`config.mk`:
```
export PLATFORM = sky130hd
export DESIGN_NAME = pipe_ctrl_unit
export DESIGN_NICKNAME = d
export VERILOG_FILES = /design/src/rtl/ctrl_pkg.sv /design/src/rtl/ctrl_decode.sv /design/src/rtl/pipe_ctrl_unit.sv
export SDC_FILE = /design/constraint.sdc
export NUM_CORES = 1
export LEC_CHECK = 0
export ABC_AREA = 1
export BUFFER_PORTS_ARGS = -buffer_cell sky130_fd_sc_hd__buf_2
export CAP_MARGIN = 25
export CORE_MARGIN = 5
export CORE_UTILIZATION = 50
export DETAILED_ROUTE_END_ITERATION = 10
export PLACE_DENSITY = 0.79
export RECOVER_POWER = 50
export REMOVE_ABC_BUFFERS = 1
export SLEW_MARGIN = 0
export SYNTH_ARGS = -nofsm -noshare
export SYNTH_HDL_FRONTEND = slang
export SYNTH_SLANG_ARGS = --single-unit
```
`constraint.sdc`:
```
create_clock -name clk_i -period 3.4 [get_ports clk_i]
set_input_delay 0.17 -clock clk_i [delete_from_list [all_inputs] [get_ports clk_i]]
set_output_delay 0.17 -clock clk_i [all_outputs]
set_load 0.01 [all_outputs]
```
`src/rtl/ctrl_pkg.sv`:
```
// rtl/ctrl_pkg.sv - shared opcodes, control bundle and FSM encodings for pipe_ctrl_unit
package ctrl_pkg;

    localparam logic [6:0] OPC_R     = 7'b0110011;
    localparam logic [6:0] OPC_I     = 7'b0010011;
    localparam logic [6:0] OPC_LOAD  = 7'b0000011;
    localparam logic [6:0] OPC_STORE = 7'b0100011;
    localparam logic [6:0] OPC_BR    = 7'b1100011;
    localparam logic [6:0] OPC_JALR  = 7'b1100111;
    localparam logic [6:0] OPC_JAL   = 7'b1101111;
    localparam logic [6:0] OPC_LUI   = 7'b0110111;
    localparam logic [6:0] OPC_AUIPC = 7'b0010111;

    typedef enum logic [2:0] {
        ALU_R   = 3'd0,
        ALU_I   = 3'd1,
        ALU_BR  = 3'd2,
        ALU_JMP = 3'd3,
        ALU_LD  = 3'd4,
        ALU_ST  = 3'd5,
        ALU_UI  = 3'd6
    } aluop_e;

    typedef struct packed {
        aluop_e     aluop;
        logic [1:0] opasel;
        logic       opbsel;
        logic [1:0] extsel;
        logic [1:0] nextpc;
        logic       memw;
        logic       memrd;
        logic       regwrite;
        logic       memtoreg;
        logic       branch;
    } ctrl_t;

    // All-zero bundle: what a bubble carries down the pipe.
    localparam ctrl_t CTRL_NOP = '0;

    typedef enum logic [1:0] {
        RUN  = 2'd0,
        HAZ  = 2'd1,
        HOLD = 2'd2
    } fsm_e;

endpackage

```
`src/rtl/ctrl_decode.sv`:
```
// rtl/ctrl_decode.sv - combinational opcode decoder producing the control bundle and rs usage
module ctrl_decode
    import ctrl_pkg::*;
(
    input  logic [6:0] opcode_i,
    output ctrl_t      ctrl_o,
    output logic       use_rs1_o,
    output logic       use_rs2_o,
    output logic       illegal_o
);

    always_comb begin
        ctrl_o    = CTRL_NOP;
        use_rs1_o = 1'b0;
        use_rs2_o = 1'b0;
        illegal_o = 1'b0;
        case (opcode_i)
            OPC_R: begin
                ctrl_o.aluop    = ALU_R;
                ctrl_o.regwrite = 1'b1;
                use_rs1_o       = 1'b1;
                use_rs2_o       = 1'b1;
            end
            OPC_I: begin
                ctrl_o.aluop    = ALU_I;
                ctrl_o.opbsel   = 1'b1;
                ctrl_o.regwrite = 1'b1;
                use_rs1_o       = 1'b1;
            end
            OPC_LOAD: begin
                ctrl_o.aluop    = ALU_LD;
                ctrl_o.opbsel   = 1'b1;
                ctrl_o.memrd    = 1'b1;
                ctrl_o.regwrite = 1'b1;
                ctrl_o.memtoreg = 1'b1;
                use_rs1_o       = 1'b1;
            end
            OPC_STORE: begin
                ctrl_o.aluop  = ALU_ST;
                ctrl_o.opbsel = 1'b1;
                ctrl_o.extsel = 2'b10;
                ctrl_o.memw   = 1'b1;
                use_rs1_o     = 1'b1;
                use_rs2_o     = 1'b1;
            end
            OPC_BR: begin
                ctrl_o.aluop  = ALU_BR;
                ctrl_o.nextpc = 2'b01;
                ctrl_o.branch = 1'b1;
                use_rs1_o     = 1'b1;
                use_rs2_o     = 1'b1;
            end
            OPC_JALR: begin
                ctrl_o.aluop    = ALU_JMP;
                ctrl_o.opasel   = 2'b10;
                ctrl_o.nextpc   = 2'b11;
                ctrl_o.regwrite = 1'b1;
                use_rs1_o       = 1'b1;
            end
            OPC_JAL: begin
                ctrl_o.aluop    = ALU_JMP;
                ctrl_o.opasel   = 2'b10;
                ctrl_o.nextpc   = 2'b10;
                ctrl_o.regwrite = 1'b1;
            end
            OPC_LUI, OPC_AUIPC: begin
                ctrl_o.aluop    = ALU_UI;
                ctrl_o.opasel   = 2'b11;
                ctrl_o.opbsel   = 1'b1;
                ctrl_o.extsel   = 2'b01;
                ctrl_o.regwrite = 1'b1;
            end
            default: illegal_o = 1'b1;
        endcase
    end

endmodule

```
`src/rtl/pipe_ctrl_unit.sv`:
```
// rtl/pipe_ctrl_unit.sv - pipelined RV32 control: ID decode, EX/MEM/WB bundles, hazard, flush, freeze
module pipe_ctrl_unit
    import ctrl_pkg::*;
#(
    parameter int REG_AW       = 5,
    parameter bit HAZARD_EN    = 1'b1,
    parameter bit ILLEGAL_TRAP = 1'b1
) (
    input  logic              clk_i,
    input  logic              rst_i,
    input  logic              instr_valid_i,
    input  logic [31:0]       instr_i,
    output logic              id_ready_o,
    input  logic              freeze_i,
    input  logic              flush_i,
    output logic              ex_valid_o,
    output logic [2:0]        ex_aluop_o,
    output logic [1:0]        ex_opasel_o,
    output logic              ex_opbsel_o,
    output logic [1:0]        ex_extsel_o,
    output logic [1:0]        ex_nextpc_o,
    output logic              ex_branch_o,
    output logic              mem_memw_o,
    output logic              mem_memrd_o,
    output logic              wb_regwrite_o,
    output logic              wb_memtoreg_o,
    output logic [REG_AW-1:0] wb_rd_o,
    output logic              illegal_o
);

    ctrl_t             id_ctrl;
    logic              id_use_rs1;
    logic              id_use_rs2;
    logic              id_illegal;
    logic [REG_AW-1:0] id_rd;
    logic [REG_AW-1:0] id_rs1;
    logic [REG_AW-1:0] id_rs2;
    logic              unused_instr;

    logic              ex_valid_q;
    ctrl_t             ex_ctrl_q;
    logic [REG_AW-1:0] ex_rd_q;

    logic              mem_valid_q;
    logic              mem_memw_q;
    logic              mem_memrd_q;
    logic              mem_regwrite_q;
    logic              mem_memtoreg_q;
    logic [REG_AW-1:0] mem_rd_q;

    logic              wb_valid_q;
    logic              wb_regwrite_q;
    logic              wb_memtoreg_q;
    logic [REG_AW-1:0] wb_rd_q;

    logic              illegal_q;
    fsm_e              state_q;
    fsm_e              state_d;
    fsm_e              prev_q;
    fsm_e              prev_d;

    logic              hazard;
    logic              advance;
    logic              ready_fsm;
    logic              accept;

    assign id_rd        = instr_i[7 +: REG_AW];
    assign id_rs1       = instr_i[15 +: REG_AW];
    assign id_rs2       = instr_i[20 +: REG_AW];
    assign unused_instr = ^instr_i;

    ctrl_decode u_decode (
        .opcode_i  (instr_i[6:0]),
        .ctrl_o    (id_ctrl),
        .use_rs1_o (id_use_rs1),
        .use_rs2_o (id_use_rs2),
        .illegal_o (id_illegal)
    );

    // Only a load in EX can still be short of its result when ID needs it.
    assign hazard = HAZARD_EN && instr_valid_i && ex_valid_q && ex_ctrl_q.memrd
                    && (ex_rd_q != '0)
                    && ((id_use_rs1 && (id_rs1 == ex_rd_q)) ||
                        (id_use_rs2 && (id_rs2 == ex_rd_q)));

    always_comb begin
        state_d   = state_q;
        prev_d    = prev_q;
        advance   = 1'b0;
        ready_fsm = 1'b0;
        if (freeze_i) begin
            state_d = HOLD;
            if (state_q != HOLD) begin
                prev_d = state_q;
            end
        end else begin
            advance   = 1'b1;
            ready_fsm = !flush_i && !hazard;
            if (flush_i) begin
                state_d = RUN;
            end else if (hazard) begin
                state_d = HAZ;
            end else if (state_q == HOLD) begin
                state_d = prev_q;
            end else begin
                state_d = RUN;
            end
        end
    end

    assign id_ready_o = !rst_i && ready_fsm;
    assign accept     = instr_valid_i && id_ready_o;

    always_ff @(posedge clk_i) begin
        if (rst_i) begin
            state_q        <= RUN;
            prev_q         <= RUN;
            ex_valid_q     <= 1'b0;
            ex_ctrl_q      <= CTRL_NOP;
            ex_rd_q        <= '0;
            mem_valid_q    <= 1'b0;
            mem_memw_q     <= 1'b0;
            mem_memrd_q    <= 1'b0;
            mem_regwrite_q <= 1'b0;
            mem_memtoreg_q <= 1'b0;
            mem_rd_q       <= '0;
            wb_valid_q     <= 1'b0;
            wb_regwrite_q  <= 1'b0;
            wb_memtoreg_q  <= 1'b0;
            wb_rd_q        <= '0;
            illegal_q      <= 1'b0;
        end else begin
            state_q   <= state_d;
            prev_q    <= prev_d;
            illegal_q <= 1'b0;
            if (advance) begin
                wb_valid_q     <= mem_valid_q;
                wb_regwrite_q  <= mem_regwrite_q;
                wb_memtoreg_q  <= mem_memtoreg_q;
                wb_rd_q        <= mem_rd_q;
                mem_valid_q    <= ex_valid_q;
                mem_memw_q     <= ex_ctrl_q.memw;
                mem_memrd_q    <= ex_ctrl_q.memrd;
                mem_regwrite_q <= ex_ctrl_q.regwrite;
                mem_memtoreg_q <= ex_ctrl_q.memtoreg;
                mem_rd_q       <= ex_rd_q;
                // Illegal opcodes are consumed but travel on as a bubble.
                if (accept && !id_illegal) begin
                    ex_valid_q <= 1'b1;
                    ex_ctrl_q  <= id_ctrl;
                    ex_rd_q    <= id_rd;
                end else begin
                    ex_valid_q <= 1'b0;
                    ex_ctrl_q  <= CTRL_NOP;
                    ex_rd_q    <= '0;
                end
                illegal_q <= ILLEGAL_TRAP && accept && id_illegal;
            end
        end
    end

    assign ex_valid_o    = ex_valid_q;
    assign ex_aluop_o    = ex_valid_q ? ex_ctrl_q.aluop  : 3'b000;
    assign ex_opasel_o   = ex_valid_q ? ex_ctrl_q.opasel : 2'b00;
    assign ex_opbsel_o   = ex_valid_q && ex_ctrl_q.opbsel;
    assign ex_extsel_o   = ex_valid_q ? ex_ctrl_q.extsel : 2'b00;
    assign ex_nextpc_o   = ex_valid_q ? ex_ctrl_q.nextpc : 2'b00;
    assign ex_branch_o   = ex_valid_q && ex_ctrl_q.branch;
    assign mem_memw_o    = mem_valid_q && mem_memw_q;
    assign mem_memrd_o   = mem_valid_q && mem_memrd_q;
    assign wb_regwrite_o = wb_valid_q && wb_regwrite_q && (wb_rd_q != '0);
    assign wb_memtoreg_o = wb_valid_q && wb_memtoreg_q;
    assign wb_rd_o       = wb_valid_q ? wb_rd_q : '0;
    assign illegal_o     = illegal_q;

endmodule
```
==> results of run 1 <==
[worst reg2reg max path: cells and delay by family, from the launching register on]
family                 cells  cell delay [ns]
AND/OR/NAND/NOR            9             1.00
AO/OA/AOI/OAI              1             0.15
flip-flops                 1             0.39
buffers and inverters      2             0.15
[worst max-delay path by stage]
stage,depth (start not counted),slack (ns),from,endpoint
2_1_floorplan,12,1.95,ex_rd_q[1]$_SDFFE_PP0N_,ex_ctrl_q[10]$_SDFFE_PP0N_
3_3_place_gp,12,1.71,ex_rd_q[1]$_SDFFE_PP0N_,ex_ctrl_q[7]$_SDFFE_PP0N_
3_5_place_dp,12,1.65,ex_rd_q[1]$_SDFFE_PP0N_,ex_ctrl_q[7]$_SDFFE_PP0N_
4_1_cts,9,1.57,ex_rd_q[1]$_SDFFE_PP0N_,id_ready_o
5_1_grt,4,1.02,freeze_i,mem_rd_q[3]$_SDFFE_PP0N_
6_report,3,1.35,freeze_i,mem_rd_q[4]$_SDFFE_PP0N_
[registers in the layout, indices dropped and copies added, names as in the netlist]
name	count
ex_ctrl_q	13
ex_rd_q	5
mem_rd_q	5
wb_rd_q	5
ex_valid_o	1
illegal_o	1
mem_memrd_q	1
mem_memw_q	1
mem_regwrite_q	1
mem_valid_q	1
wb_memtoreg_q	1
wb_regwrite_q	1
wb_valid_q	1
[layout make-up]
class / count / area share, %
multi-input cells: 214 / 42.14
flip-flops and latches: 37 / 31.22
inverters: 68 / 10.76
repair buffers: 49 / 9.599
clock buffers: 5 / 2.901
well taps: 50 / 2.637
clock inverters: 3 / 0.7384
[routing by layer]
layer | vias up | routed length [um]
met4 | 0 | 80
met2 | 38 | 1910
met1 | 828 | 1945
met3 | 9 | 208
met5 | - | 0
li1 | 1064 | -
[cell usage after synthesis, types with 2 or more instances]
cell type | n | area share [%]
inv_2 | 4 | 0.73
nor2_1 | 58 | 11
nor3_1 | 2 | 0.49
nand3_1 | 6 | 1.5
clkbuf_1 | 11 | 2.0
a31oi_1 | 2 | 0.61
a211oi_1 | 5 | 1.8
inv_1 | 64 | 12
nand4_1 | 2 | 0.61
a21oi_1 | 14 | 3.4
dfxtp_1 | 37 | 36
nand2_2 | 6 | 1.8
nand2_1 | 92 | 17
xor2_1 | 3 | 1.3
nor2_2 | 12 | 3.7
o21ai_0 | 2 | 0.49
[cells by family (layout without fill, tap and decap cells)]
group / Yosys count / count (layout) / synth area share (%)
buffers and inverters: 81 / 125 / 15.18
XOR/XNOR: 3 / 3 / 1.281
AND/OR/NAND/NOR: 185 / 185 / 39.88
AO/OA/AOI/OAI: 26 / 26 / 7.562
flip-flops: 37 / 37 / 36.10
[power by group through the flow]
stage / registers, mW / logic, mW / clock network, mW
after floorplan: 0.451 / 0.0349 / 0
after global placement: 0.451 / 0.0716 / 0
after detailed placement: 0.451 / 0.0731 / 0
after CTS: 0.441 / 0.0734 / 0.309
after global routing: 0.442 / 0.0817 / 0.323
final: 0.441 / 0.0723 / 0.299
==> run metrics, run 1 <==
number of failing hold endpoints at the final stage=0; vias per cell=4.552; Yosys reg bits=37; area of the multi-input gates=999.7 sq um; ANT nets after route=0; CTS root buffer=clkbuf_8; Slew @ Worst Pin=1.435 ns; largest net degree at the start of global routing=38; Distinct cells, synth=28; top_reg_cell synth=dfxtp_1; crit path cell chain=clkbuf_1 -> inv_1 -> a211oi_1; reg-to-reg critical path endpoint=ex_ctrl_q[7]$_SDFFE_PP0N_; antenna violations before repair=0; hold slack=0.1767 ns; PostCTS Resize Cnt=0; FF-to-FF setup slack=1.63 ns; worst-path maximum fanout=33; IO Pins=60; Worst Setup End Kind=flop; status=finished, final reports clean; clock transition at the registers of the reported paths=0.07 ns; die width=74.06 um; Util after Layout=59.31%; post-DR wirelength/cell=9.725 um; vias=1939; NetSw=207.6 uW; Worst Hold Depth=3; clk buf depth=2; Worst Skew=0.005140 ns; commonest non-fill, non-tap cells in the layout=nand2_1, inv_1, nor2_1, dfxtp_1, buf_2; area grow syn2layout=15.61%; grt met1 use=21.13%; f_max=486.8 MHz; Leak=1.349 nW; Reg2Reg Depth=12; CTS tree=done; combinational group share of total power=8.9%; Post-synth EDFFs=0; Hold Path Class=in2reg; dominant delay contributor by cell family on the critical path=buffers and inverters; Post-Synthesis Cells=332; core area=4000 sq um; Global Route Usage Sum=16.40%; number of max-cap violations=0; Port Buffers=49; min Tclk post-route=2.054 ns; Initial DRC Count=114; peak per-stage delay on the critical path=1.02 ns; gpl congestion=0.8195; Setup CP Type=in2reg; CP max-delay cell=clkbuf_1; Avg Synthesized Cell Area=6.181 sq um; Reg power frac=54.3%; Rows=23; Worst-Skew Late Latency=0.29 ns; Max-slew headroom=4.346%; Final Max Tran Viols=0; Final Total Pwr=812.2 uW; initial cell density of the core=51.30%; yosys warns=0; Post-Route WL=4143 um; crit path DAT=2.26 ns; Place WS=1.649 ns; placed wire-length estimate=2967 um; commonest non-fill, non-tap cell in the layout=nand2_1; number of global-route vias before repair=1728; fin crit share=60.42%; sequential area share after synthesis=36.10%; DRC viols=0; Setup TNS=0 ns; Die ar.=5485 sq um; reg-to-reg critical path startpoint=ex_rd_q[1]$_SDFFE_PP0N_; # placed instances=418; gr busiest metal=met2; register area=740.7 sq um; setup violators final=0; Die Y=74.06 um; Placement Cell Area=2303 sq um; fin area=2372 sq um; RSZ-0062 raised after global routing=false; switching part of the total=25.56%; layout cells sized above 1=19.15%; GRT overflow=0; worst setup margin=1.346 ns; crit start category=input port; first-pass GRT wire length=7203 um; VDD IR max=0.0001609 V; Hold EP=illegal_o$_SDFF_PP0_; crit path buf inv count=2; setup bufs post-CTS=0; Post-Syn Area=2052 sq um; Num Clock Sinks=37; internal power=604.6 uW; min-delay src=instr_valid_i; part of the power in the clock network=36.8%; Post-layout nets=412; pwr dens=342.4 nW/um^2; FFs w/ async S/R, synth=0%; FILL cells=410; M3 GR Usage=3.378%; antenna diode count=0; total iterations of the first detailed-routing run=4; cts hold-fix bufs=0; Cell Count, Final, Fillers Out=426; met2 GRT Util=27.07%; htree depth=2; WP data required=3.60 ns; Inserted Clock Buffers=5
Note: power is estimated with default switching activity, not from simulation.
==> run 2, diff against run 1 <==
==> constraint.sdc (replaced) <==
create_clock -name clk_i -period 2.09 [get_ports clk_i]
set_input_delay 0.1045 -clock clk_i [delete_from_list [all_inputs] [get_ports clk_i]]
set_output_delay 0.1045 -clock clk_i [all_outputs]
set_load 0.01 [all_outputs]
==> run metrics, run 2 (synthesis gave the netlist of run 1 again) <==
clock transition at the registers of the reported paths=0.07 ns; vias=1944; Setup CP Type=reg2reg; DRC viols=0; worst setup margin=0.3476 ns; ANT nets after route=0; Die Y=74.06 um; number of failing hold endpoints at the final stage=0; Die ar.=5485 sq um; FILL cells=406; Slew @ Worst Pin=0.6533 ns; f_max=573.9 MHz; clk buf depth=2; crit start category=flop; Worst Skew=0.002186 ns; first-pass GRT wire length=7362 um; fin crit share=83.37%; crit path DAT=1.97 ns; post-DR wirelength/cell=10.02 um; total iterations of the first detailed-routing run=4; antenna violations before repair=0; commonest non-fill, non-tap cell in the layout=nand2_1; setup bufs post-CTS=0; die width=74.06 um; Global Route Usage Sum=17.21%; IO Pins=60; Inserted Clock Buffers=5; CTS root buffer=clkbuf_8; cts hold-fix bufs=0; vias per cell=4.531; peak per-stage delay on the critical path=0.39 ns; CTS tree=done; pwr dens=645.0 nW/um^2; Num Clock Sinks=37; Max-slew headroom=56.44%; Hold Path Class=in2reg; most flop-heavy register=ex_ctrl_q; layout cells sized above 1=19.79%; Post-Route WL=4298 um; Worst Setup End Kind=flop; hold slack=0.1016 ns; max FFs per register=13; Cell Count, Final, Fillers Out=429; gpl congestion=0.8010; Leak=1.388 nW; initial cell density of the core=51.30%; worst-path maximum fanout=18; CP max-delay cell=dfxtp_1; number of global-route vias before repair=1672; antenna diode count=0; # placed instances=421; number of max-cap violations=0; largest net degree at the start of global routing=37; Worst-Skew Late Latency=0.29 ns; placed wire-length estimate=3082 um; commonest non-fill, non-tap cells in the layout=nand2_1, inv_1, nor2_1, dfxtp_1, buf_2; VDD IR max=0.0004210 V; crit path cell chain=inv_1 -> o21ai_0 -> inv_1 -> nand2_1 -> nor2_1 -> nand2_1 -> nand2_1 -> nand2_1 -> nand4_4 -> nor2_1 -> nor2_1 -> nor2_1; Initial DRC Count=97; status=finished, final reports clean; WP data required=2.32 ns; Place WS=0.3630 ns; Final Max Tran Viols=0; RSZ-0062 raised after global routing=false; Post-layout nets=415; PostCTS Resize Cnt=0; area grow syn2layout=18.90%; setup violators final=0; GRT overflow=0; Setup TNS=0 ns; Rows=23; htree depth=2; min Tclk post-route=1.742 ns; Port Buffers=49; core area=4000 sq um
## run 2: cell types whose count changed in the layout (fill, tap and decap cells not counted)
cell and change:
buf_2 +1, buf_4 +2, bufinv_16 +2, clkinv_2 -1
clkinvlp_4 -1
## run 2: through the flow
step | power, mW | area, sq um | utilization (%)
finish | 1.574 | 2440 | 60.99
floorplan | 0.7899 | 1996 | -
CTS | 1.589 | 2460 | 61.50
detailed placement | 0.8562 | 2326 | 58.15
global route | 1.637 | 2440 | 60.99
global placement | 0.8540 | 2326 | 58.15
## run 2: power breakdown
| group | internal [mW] | switching [mW] | leakage (nW) | total (mW) |
|---|---|---|---|---|
| logic | 0.0432 | 0.0785 | 1.02 | 0.122 |
| registers | 0.713 | 0.00456 | 0.299 | 0.717 |
| clock network | 0.474 | 0.261 | 0.0681 | 0.735 |
## run 2: final cells by class
| type | count | area (sq um) | area share, % |
|---|---|---|---|
| multi-input cells | 214 | 999.7 | 40.97 |
| flip-flops and latches | 37 | 740.7 | 30.36 |
| inverters | 68 | 255.2 | 10.46 |
| repair buffers | 52 | 247.7 | 10.15 |
| clock buffers | 5 | 68.82 | 2.821 |
| clock inverters | 3 | 65.06 | 2.667 |
| well taps | 50 | 62.56 | 2.564 |
## run 2: critical path: cells and delay by family (launching register included)
family	cells	cell delay, ns
and+or+nand+nor	9	0.99
DFF	1	0.39
buffers and inverters	2	0.15
AOI/OAI and AO/OA	1	0.15
## run 2: final timing paths
check	from	end	slack, ns	depth (start not counted)
worst max register to register	ex_rd_q[1]$_SDFFE_PP0N_	ex_ctrl_q[7]$_SDFFE_PP0N_	0.35	12
worst min-delay path	instr_valid_i	illegal_o$_SDFF_PP0_	0.10	3
worst min register to register	mem_rd_q[4]$_SDFFE_PP0N_	wb_rd_q[4]$_SDFFE_PP0N_	0.46	2
worst max-delay path	ex_rd_q[1]$_SDFFE_PP0N_	ex_ctrl_q[7]$_SDFFE_PP0N_	0.35	12
## run 2: routing by layer
layer,routed length (um),track usage [%],up-vias
met5,0,0,-
met4,62,5.433,0
met3,221,4.730,5
met2,1998,28.35,41
met1,2016,21.86,833
li1,-,-,1065
